`config.mk`:
```
export PLATFORM = sky130hd
export DESIGN_NAME = rotor_return_path
export DESIGN_NICKNAME = d
export VERILOG_FILES = /design/src/rtl/enigma_pkg.sv /design/src/rtl/rotor_position_ctr.sv /design/src/rtl/rotor_return_path.sv
export SDC_FILE = /design/constraint.sdc
export NUM_CORES = 1
export LEC_CHECK = 0
export CAP_MARGIN = 10
export CORE_ASPECT_RATIO = 0.75
export CORE_MARGIN = 10
export CORE_UTILIZATION = 50
export DETAILED_ROUTE_END_ITERATION = 8
export HOLD_SLACK_MARGIN = 0.06
export PLACE_DENSITY = 0.77
export SETUP_SLACK_MARGIN = 0.3
export SYNTH_ARGS = -nofsm -noshare
export SYNTH_HDL_FRONTEND = slang
export SYNTH_SLANG_ARGS = --single-unit
```
`constraint.sdc`:
```
create_clock -name clk -period 6.5 [get_ports clk]
set_input_delay 1.3 -clock clk [delete_from_list [all_inputs] [get_ports clk]]
set_output_delay 1.3 -clock clk [all_outputs]
set_load 0.02 [all_outputs]
```
`src/rtl/enigma_pkg.sv`:
```
// enigma_pkg: shared letter type, rotor I/II/III wirings (forward and derived inverse), notches, mod-26 helpers.
package enigma_pkg;
    typedef logic [4:0] letter_t;
    typedef letter_t [0:25] wiring_t;

    localparam int NUM_LETTERS = 26;
    localparam int NOTCH_I   = 16;
    localparam int NOTCH_II  = 4;
    localparam int NOTCH_III = 21;

    localparam wiring_t FWD_I = {
        5'd4,  5'd10, 5'd12, 5'd5,  5'd11, 5'd6,  5'd3,  5'd16, 5'd21, 5'd25, 5'd13, 5'd19, 5'd14,
        5'd22, 5'd24, 5'd7,  5'd23, 5'd20, 5'd18, 5'd15, 5'd0,  5'd8,  5'd1,  5'd17, 5'd2,  5'd9};
    localparam wiring_t FWD_II = {
        5'd0,  5'd9,  5'd3,  5'd10, 5'd18, 5'd8,  5'd17, 5'd20, 5'd23, 5'd1,  5'd11, 5'd7,  5'd22,
        5'd19, 5'd12, 5'd2,  5'd16, 5'd6,  5'd25, 5'd13, 5'd15, 5'd24, 5'd5,  5'd21, 5'd14, 5'd4};
    localparam wiring_t FWD_III = {
        5'd1,  5'd3,  5'd5,  5'd7,  5'd9,  5'd11, 5'd2,  5'd15, 5'd17, 5'd19, 5'd23, 5'd21, 5'd25,
        5'd13, 5'd24, 5'd4,  5'd8,  5'd22, 5'd6,  5'd0,  5'd10, 5'd12, 5'd20, 5'd18, 5'd16, 5'd14};

    // Inverse tables are derived at elaboration so they can never drift from the forward wiring.
    function automatic wiring_t invert(wiring_t f);
        wiring_t r;
        r = '0;
        for (int i = 0; i < NUM_LETTERS; i++) r[f[i]] = letter_t'(i);
        return r;
    endfunction

    localparam wiring_t INV_I   = invert(FWD_I);
    localparam wiring_t INV_II  = invert(FWD_II);
    localparam wiring_t INV_III = invert(FWD_III);

    function automatic letter_t add_mod26(letter_t a, letter_t b);
        logic [5:0] s;
        s = {1'b0, a} + {1'b0, b};
        return s >= 6'd26 ? letter_t'(s - 6'd26) : s[4:0];
    endfunction

    function automatic letter_t sub_mod26(letter_t a, letter_t b);
        return a >= b ? a - b : a + 5'd26 - b;
    endfunction
endpackage

```
`src/rtl/rotor_position_ctr.sv`:
```
// rotor_position_ctr: rotor position register with load, mod-26 stepping and notch carry pulse.
module rotor_position_ctr
    import enigma_pkg::*;
#(
    parameter int NOTCH = 16
) (
    input  logic       clk,
    input  logic       rst_n,
    input  logic       step,
    input  logic       cfg_load,
    input  logic [4:0] cfg_pos,
    output logic [4:0] pos,
    output logic       carry
);
    letter_t pos_q, pos_d;
    logic    carry_q, carry_d;

    always_comb begin
        pos_d   = cfg_load ? (cfg_pos >= letter_t'(NUM_LETTERS) ? '0 : cfg_pos)
                : step ? add_mod26(pos_q, 5'd1) : pos_q;
        carry_d = !cfg_load && step && pos_q == letter_t'(NOTCH);
    end

    always_ff @(posedge clk or negedge rst_n) begin
        if (!rst_n) begin
            pos_q   <= '0;
            carry_q <= 1'b0;
        end else begin
            pos_q   <= pos_d;
            carry_q <= carry_d;
        end
    end

    assign pos   = pos_q;
    assign carry = carry_q;
endmodule

```
`src/rtl/rotor_return_path.sv`:
```
// rotor_return_path: reflector-to-plugboard inverse rotor mapping, 2-stage valid/ready pipeline.
// Optional RING_SETTING_EN adds a ring input; offset becomes (pos - ring) mod 26.
module rotor_return_path
    import enigma_pkg::*;
#(
    parameter int ROTOR_ID = 0,
    parameter int NOTCH    = 16
) (
    input  logic       clk,
    input  logic       rst_n,
    input  logic       in_valid,
    output logic       in_ready,
    input  logic [4:0] in_letter,
    output logic       out_valid,
    input  logic       out_ready,
    output logic [4:0] out_letter,
    output logic       out_err,
    input  logic       step,
    input  logic       cfg_load,
    input  logic [4:0] cfg_pos,
`ifdef RING_SETTING_EN
    input  logic [4:0] ring,
`endif
    output logic [4:0] pos,
    output logic       carry
);
    localparam wiring_t INV = ROTOR_ID == 1 ? INV_II : ROTOR_ID == 2 ? INV_III : INV_I;

    logic    adv, in_err;
    letter_t off;
    logic    s1_valid_q, s1_err_q, s1_err_d;
    letter_t s1_idx_q, s1_idx_d, s1_off_q;
    logic    out_valid_q, out_err_q, out_err_d;
    letter_t out_letter_q, out_letter_d;

    rotor_position_ctr #(.NOTCH(NOTCH)) u_pos (
        .clk      (clk),
        .rst_n    (rst_n),
        .step     (step),
        .cfg_load (cfg_load),
        .cfg_pos  (cfg_pos),
        .pos      (pos),
        .carry    (carry)
    );

`ifdef RING_SETTING_EN
    assign off = sub_mod26(pos, ring >= letter_t'(NUM_LETTERS) ? '0 : ring);
`else
    assign off = pos;
`endif

    assign adv      = !out_valid_q || out_ready;
    assign in_ready = adv;
    assign in_err   = in_letter >= letter_t'(NUM_LETTERS);

    // Error letters skip the lookup, so their index is parked at 0 to stay inside the table.
    always_comb begin
        s1_err_d     = in_err;
        s1_idx_d     = in_err ? '0 : add_mod26(in_letter, off);
        out_err_d    = s1_err_q;
        out_letter_d = s1_err_q ? 5'd31 : sub_mod26(INV[s1_idx_q], s1_off_q);
    end

    always_ff @(posedge clk or negedge rst_n) begin
        if (!rst_n) begin
            s1_valid_q   <= 1'b0;
            s1_err_q     <= 1'b0;
            s1_idx_q     <= '0;
            s1_off_q     <= '0;
            out_valid_q  <= 1'b0;
            out_err_q    <= 1'b0;
            out_letter_q <= '0;
        end else if (adv) begin
            s1_valid_q  <= in_valid;
            out_valid_q <= s1_valid_q;
            if (in_valid) begin
                s1_err_q <= s1_err_d;
                s1_idx_q <= s1_idx_d;
                s1_off_q <= off;
            end
            if (s1_valid_q) begin
                out_err_q    <= out_err_d;
                out_letter_q <= out_letter_d;
            end
        end
    end

    assign out_valid  = out_valid_q;
    assign out_letter = out_letter_q;
    assign out_err    = out_err_q;
endmodule

```
==> results.cfg, run 1 <==
[outcome]
outcome = finished, final reports clean

[clocking]
cts_root_buf = clkbuf_8
h-tree-depth = 1
cts_tree = done
clock_path_buffers = 2
cts_buffers = 3
cts.reportedPaths.clkPinSlew_ns = 0.09
cts_resized = 0
clkLatencyLatePin_ns = 0.27
cts_sinks = 25
post_cts_buffers = 0
hold_buffers = 0

[die]
die_width_um = 98.38
io_pins = 30
die_h_um = 78.78
dieArea_mm2 = 0.007750
num_rows = 21
coreArea_mm2 = 0.004467
initial_core_util = 0.5157

[logic_synthesis]
synth_area_per_cell_um2 = 8.692
ys_top_cells_by_area = dfrtp_1 (27%), ha_1 (14%), mux2i_1 (4.8%)
synth_edf_count = 0
yosysWarningCount = 0
ys_seq_area_frac = 0.2716
synth_fp_nets = 311
synth_top_area_frac = 0.2716
ys.flop_type = dfrtp_1
async_reset_ff_frac = 1.000
ys_ff_latch = 25
yosysTopAreaCell = dfrtp_1
postSynthCellCount = 265
ys_types = 49
synth_area_mm2 = 0.002303

[grt]
grt_pass1_wl_um = 8680
grt_usage = 0.1302
grt_pass1_vias = 1814
grt_antenna_before_repair = 0
grt_max_degree = 26
grt_overflow = 0

[route]
wl_met2_um = 2133
drt_iter0_drc = 96
postRouteAntennaNets = 0
firstDrtPassIters = 4
wl_met1_um = 2610
vias = 1927
drt_wl_total_um = 5152
wl_met3_um = 373
drc = 0
wl_per_cell_um = 15.02
vias_per_cell = 5.618
routed.top_layer = met4

[sta]
rsz0062_at_grt = false
max_freq_mhz = 252.4
finalCriticalPeriod_ns = 3.962
slew_viol_final = 0
period_share = 0.6096
setup_viol = 0
worst_pin_slew_ns = 0.5254
slew-limit-headroom = 0.6497
finalHoldViolations = 0
fin_skew_ns = 0.001803
tns_ns = 0

[place]
placement.cell_area_mm2 = 0.002615
gp_congestion = 0.9096
hpwlAfterDp_um = 4164
portBuffers = 29

[setup_path]
arrival_ns = 2.66
ff2ff_path_depth = 10
crit_fanout = 8
crit_path_start_kind = input pin
cp.required_ns = 5.20
path_class = in2out
r2r-start = s1_idx_q[0]
rr_endpoint = out_letter[2]
endpoint_kind = output pin
reg2reg_setup_slack_ns = 3.31

[finish]
fin_area_mm2 = 0.002689
drive_gt1_frac = 0.05245
multi_input_area_mm2 = 0.001523
n_fill_cell = 399
antenna_cells = 0
syn_to_final_growth_pct = 16.73
seq_area_um2 = 625.6
nets = 333

[min_path]
min_to = out_valid
hold_path_class = reg2reg
whs_path_depth = 2
min-delay-start = s1_valid_q

[power]
vdd_ir_drop_max_v = 0.0002741
leakagePower_uw = 0.001206
powerDensity_mw_per_mm2 = 441.1

[flow_run]
cap_violations = 0
## synthesized netlist by cell type (2+ instances only)
cell       n
a211oi_1   3
a211oi_2   2
a21o_1     2
a21oi_1   17
a221oi_1   2
a22o_1     2
a22oi_1    2
a31oi_1    5
and2_1     3
clkbuf_1  12
dfrtp_1   25
fa_1       4
ha_1      26
inv_1     27
mux2_2     2
mux2i_1   11
nand2_1   25
nand2b_1   5
nand3_1    5
nor2_1    16
nor3_1     4
nor4_1     2
o211ai_1   4
o21ai_0   13
o21ai_1    6
o21ba_1    2
o221ai_1   2
o22ai_1    2
o31ai_1    3
xnor2_1    8
xor2_1     5
## state kept, by name, indices dropped and copies added, names as in the netlist, 5 cells and up
register and flops:
out_letter 5, s1_idx_q 5, u_pos.pos 5, s1_off_q 5
## cell families after synthesis
kind of cell / count (synthesis) / share of synthesized area
AND/OR/NAND/NOR: 65 / 0.1315
AO/OA/AOI/OAI: 76 / 0.2319
buffers and inverters: 41 / 0.06735
XOR/XNOR: 13 / 0.04943
multiplexers: 15 / 0.07224
flip-flops: 25 / 0.2716
adder cells (fa/ha/maj): 30 / 0.1760
## metal layers
layer / vias to the layer above / track usage
met1: 889 / 0.1864
li1: 977 / -
met5: - / 0.03205
met2: 56 / 0.1863
met4: 0 / 0.02857
met3: 5 / 0.03460
## worst max path at each step
stage,from,end,depth (start not counted)
final,out_ready,in_ready,3
after floorplan,in_letter[0],s1_idx_q[3],9
after global routing,out_ready,in_ready,3
after global placement,out_ready,in_ready,3
after CTS,out_ready,in_ready,3
after detailed placement,out_ready,in_ready,3
## power by group
part	internal (uW)	total [uW]	switching, uW	leakage [uW]
Sequential	197	266	69.2	0.000299
Combinational	391	826	435	0.000882
Clock	43.0	93.5	50.5	0.0000255
## through the flow
stage,setup WS [ns],util,hold WS [ns],std cells,total power (uW)
6_report,2.538,0.6020,0.5020,343,1186
5_1_grt,2.460,0.6020,0.5366,343,1307
4_1_cts,2.533,0.5958,0.5007,342,1191
3_5_place_dp,2.537,0.5854,0.4794,338,1095
3_3_place_gp,2.567,0.5854,0.4668,338,1062
2_1_floorplan,3.385,-,0.4498,265,898.9
## final cells by class
class	count	area share
multi-input cells	199	0.5663
flip-flops and latches	25	0.2327
repair buffers	30	0.1182
inverters	28	0.03909
well taps	57	0.02652
clock buffers	3	0.01536
clock inverters	1	0.001861
## critical path, cell delays in order
cell and delay (ns):
clkdlybuf4s50_1 0.45, nand2b_1 0.25, clkdlybuf4s50_1 0.66
## cell usage in the layout (no fill, tap or decap), types with 3 or more instances in the layout
cell type        instances
clkdlybuf4s50_1         29
o21ai_1                  6
o21ai_0                 13
o31ai_1                  3
and2_1                   3
nand2b_1                 5
mux2i_1                 11
fa_1                     4
a211oi_1                 3
inv_1                   27
nand3_1                  5
ha_1                    26
nor2_1                  16
clkbuf_8                 3
o211ai_1                 4
a31oi_1                  5
a21oi_1                 17
dfrtp_1                 25
xor2_1                   5
xnor2_1                  8
nor3_1                   4
nand2_1                 25
No activity file was read; power rests on OpenSTA's default activity.
==> run 2: changes to the inputs <==
clock period = 3.71 ns   (was 6.5 ns; I/O delays follow)
==> run 2 against run 1 <==
Flip-flop and latch count is the same. Clock-buffer cell count is the same. Non-clock buffer count grew 1. Combinational power grew 78%. Core utilization grew 0.17 points. Via count grew 0.67%. First-iteration DRC count grew 22%. Critical path depth grew 7. Sequential power grew 74%. Critical path type is now reg2reg.
==> results.cfg, run 2 (same netlist as run 1, synthesis figures left out) <==
[clocking]
cts_resized = 0
cts_root_buf = clkbuf_8
post_cts_buffers = 0
clkLatencyLatePin_ns = 0.27
cts_buffers = 3
cts_tree = done
h-tree-depth = 1
cts_sinks = 25
clock_path_buffers = 2
cts.reportedPaths.clkPinSlew_ns = 0.09
hold_buffers = 0

[sta]
period_share = 0.8267
max_freq_mhz = 326.0
worst_pin_slew_ns = 0.5159
tns_ns = 0
slew_viol_final = 0
finalHoldViolations = 0
rsz0062_at_grt = false
setup_viol = 0
fin_skew_ns = 0.003630
finalCriticalPeriod_ns = 3.067
slew-limit-headroom = 0.6561

[grt]
grt_usage = 0.1342
grt_overflow = 0
grt_pass1_vias = 1864
grt_antenna_before_repair = 0
grt_pass1_wl_um = 8956
grt_max_degree = 26

[place]
portBuffers = 29
gp_congestion = 0.9042
hpwlAfterDp_um = 4096

[finish]
final_common_cell = clkdlybuf4s50_1
drive_gt1_frac = 0.05575
nets = 334
antenna_cells = 0
syn_to_final_growth_pct = 17.06
postLayoutCoreUtil = 0.6036
most-common-layout-cells = clkdlybuf4s50_1 (29), inv_1 (27), ha_1 (26)

[die]
io_pins = 30
die_h_um = 78.78
coreArea_mm2 = 0.004467
dieArea_mm2 = 0.007750
num_rows = 21
die_width_um = 98.38
initial_core_util = 0.5157

[route]
vias = 1940
wl_per_cell_um = 14.97
drt_wl_total_um = 5148
drt_iter0_drc = 117
firstDrtPassIters = 4
vias_per_cell = 5.640
postRouteAntennaNets = 0
drc = 0

[setup_path]
crit_fanout = 7
crit_path_start_kind = flip-flop
cp.required_ns = 3.91
endpoint_kind = flip-flop
arrival_ns = 3.27
path_class = reg2reg
ff2ff_path_depth = 10

[min_path]
whs_path_depth = 2
hold_path_class = reg2reg

[power]
leakagePower_uw = 0.001211
powerDensity_mw_per_mm2 = 778.1
vdd_ir_drop_max_v = 0.0004424

[outcome]
outcome = finished, final reports clean

[flow_run]
cap_violations = 0
run 2: cell count changes in the layout (fill, tap and decap cells not counted), sizes merged:
cell / previous run / this run
buf: 1 / 2
run 2: per-layer routing:
| metal | part of all wire | up-vias | track usage |
|---|---|---|---|
| met5 | 0 | - | 0 |
| met3 | 0.058 | 7 | 0.03374 |
| met1 | 0.49 | 899 | 0.1897 |
| li1 | - | 982 | - |
| met4 | 0.0099 | 0 | 0.03000 |
| met2 | 0.44 | 52 | 0.2000 |
run 2: worst max-delay path, cell delays in order, from the launching register on:
cell and delay, ns:
dfrtp_1 0.47, inv_1 0.14, ha_1 0.37, mux4_2 0.46
mux2i_1 0.15, ha_1 0.32, a41o_1 0.26, a21oi_1 0.13
o21ai_1 0.19, mux2_1 0.37, a21oi_1 0.14
run 2: path summary, 6_finish.rpt:
check	startpoint	endpoint	slack (ns)
setup reg to reg	s1_idx_q[0]	out_letter[2]	0.64
min in group asynchronous	rst_n	out_letter[2]	0.78
max in group asynchronous	rst_n	u_pos.pos[3]	2.48
hold reg to reg	out_err	out_err	0.48
hold / removal	out_err	out_err	0.48
setup / recovery	s1_idx_q[0]	out_letter[2]	0.64
run 2: where the power goes:
part           internal, uW  leakage, uW  switching (uW)  total [uW]
Combinational           692     0.000886             779        1470
Clock                  75.2    0.0000255            88.1         163
Sequential              346     0.000299             118         463
Total                  1110      0.00121             985        2100
run 2: per-stage QoR:
step / worst slack (ns) / hold WS [ns] / area [um^2] / cells / power, uW
after floorplan: 0.9239 / 0.4464 / 2303 / 265 / 1575
after global placement: 0.6040 / 0.4655 / 2623 / 339 / 1869
after detailed placement: 0.5352 / 0.4700 / 2623 / 339 / 1929
after CTS: 0.6556 / 0.4909 / 2669 / 343 / 2100
after global routing: 0.4222 / 0.5236 / 2696 / 344 / 2318
final: 0.6428 / 0.4821 / 2696 / 344 / 2098
run 2: layout make-up:
cell class              count  area [um^2]
multi-input cells         199         1523
inverters                  28        105.1
clock buffers               3        41.29
clock inverters             1        5.005
repair buffers             31        325.3
fillers                   414         1770
well taps                  57        71.32
flip-flops and latches     25        625.6
==> run 3: changes to the inputs <==
PLACE_DENSITY = 0.8   (was 0.77)
clock period = 2.8 ns   (was 3.71 ns; I/O delays follow)
==> run 3 against run 2 <==
Worst hold slack better by 0.019 ns. Global-route usage up 1.7 points. Total power up 70%. Critical path type unchanged. Critical endpoint is now out_letter[4]. Largest power group unchanged.
==> results.cfg, run 3 (same netlist as run 1, synthesis figures left out) <==
[route]
firstDrtPassIters = 4
vias_per_cell = 5.708
drt_iter0_drc = 156
wl_per_cell_um = 16.59
postRouteAntennaNets = 0
drt_wl_total_um = 6253
drc = 0
vias = 2152

[power]
vdd_ir_drop_max_v = 0.0009218
powerDensity_mw_per_mm2 = 1150
leakagePower_uw = 0.001373
total_power_uw = 3561

[clocking]
cts_root_buf = clkbuf_8
h-tree-depth = 1
cts_sinks = 25
clkLatencyLatePin_ns = 0.27
cts_tree = done
clock_path_buffers = 2
cts.reportedPaths.clkPinSlew_ns = 0.09
cts_buffers = 3

[setup_path]
worstSetupStartpoint = s1_idx_q[0]
cp.required_ns = 2.95
crit_path_start_kind = flip-flop
endpoint_kind = flip-flop
arrival_ns = 2.91
path_class = reg2reg
r2r-start = s1_idx_q[0]
ff2ff_path_depth = 11
crit_fanout = 4
reg2reg_setup_slack_ns = 0.04
rr_endpoint = out_letter[4]
crit_end = out_letter[4]

[flow_run]
cap_violations = 0

[sta]
fin_ws_ns = 0.03651
worst_pin_slew_ns = 0.5164
slew_viol_final = 0
max_freq_mhz = 361.9
period_share = 0.9870
finalHoldViolations = 0
setup_viol = 0
fin_skew_ns = 0.003407
rsz0062_at_grt = true
slew-limit-headroom = 0.6549
finalCriticalPeriod_ns = 2.763

[grt]
grt_antenna_before_repair = 0
grt_pass1_wl_um = 10020
grt_max_degree = 26
grt_pass1_vias = 2090
grt_overflow = 0
grt_usage = 0.1511

[die]
die_width_um = 98.38
io_pins = 30
dieArea_mm2 = 0.007750
coreArea_mm2 = 0.004467
num_rows = 21
die_h_um = 78.78
initial_core_util = 0.5157

[outcome]
outcome = finished, final reports clean

[finish]
drive_gt1_frac = 0.2656
final_common_cell = buf_4
antenna_cells = 0
most-common-layout-cells = buf_4 (33), clkdlybuf4s50_1 (27), nand2_1 (25)
n_fill_cell = 364
postLayoutCoreUtil = 0.6933
syn_to_final_growth_pct = 34.44
nets = 367

[place]
portBuffers = 29
pre_cts_slack_ns = -0.1982
gp_congestion = 0.8848
hpwlAfterDp_um = 4533

[min_path]
hold_path_class = reg2reg
[run 3: cell type report]
class	count	area, um^2	share of cell area
multi-input cells	199	1682	0.5430
well taps	57	71.32	0.02303
clock inverters	1	7.507	0.002424
flip-flops and latches	25	628.1	0.2028
inverters	28	107.6	0.03475
clock buffers	3	41.29	0.01333
repair buffers	64	559.3	0.1806
[run 3: worst max-delay path: stages, from the launching register on]
cell and delay [ns]:
dfrtp_1 0.43, inv_2 0.15, ha_4 0.23, mux4_2 0.48, mux2i_4 0.19, ha_4 0.16
inv_2 0.03, fa_1 0.49, a21oi_2 0.17, xnor2_1 0.08, mux2i_1 0.15, a21oi_1 0.08
[run 3: per-layer routing]
layer / up-vias / wire length, um / global-route usage
met2: 68 / 2906 / 0.2412
li1: 1040 / - / -
met3: 8 / 331 / 0.03114
met1: 1036 / 2929 / 0.2050
met5: - / 0 / 0
met4: 0 / 85 / 0.03429
[run 3: worst min path at each step]
stage / startpoint / to / cells after the start
after floorplan: rst_n / out_err / 0
final: out_err / out_err / 2
after detailed placement: s1_off_q[4] / s1_off_q[4] / 2
after global placement: out_err / out_err / 2
after CTS: s1_valid_q / out_valid / 2
after global routing: s1_valid_q / out_valid / 2
[run 3: metrics by stage]
step | hold slack [ns] | setup TNS, ns | cells | cell area [um^2]
5_1_grt | 0.5338 | -0.1337 | 377 | 3097
3_5_place_dp | 0.4746 | -0.6161 | 357 | 2795
4_1_cts | 0.5002 | 0 | 370 | 2973
3_3_place_gp | 0.4652 | -0.1654 | 357 | 2795
2_1_floorplan | 0.2644 | 0 | 265 | 2341
6_report | 0.5008 | 0 | 377 | 3097
[run 3: power by group]
| part | switching, uW | internal (uW) | total, uW | leakage (uW) |
|---|---|---|---|---|
| Sequential | 126 | 460 | 587 | 0.000297 |
| Clock | 124 | 101 | 225 | 0.0000217 |
| Combinational | 1350 | 1400 | 2750 | 0.00105 |
| Total | 1600 | 1960 | 3560 | 0.00137 |
[run 3: timing repair]
item,in CTS,in global routing
resized for setup,19,21
hold buffers,0,0
pin swaps,15,11
buffers inserted,9,7
setup endpoints to repair,9,9
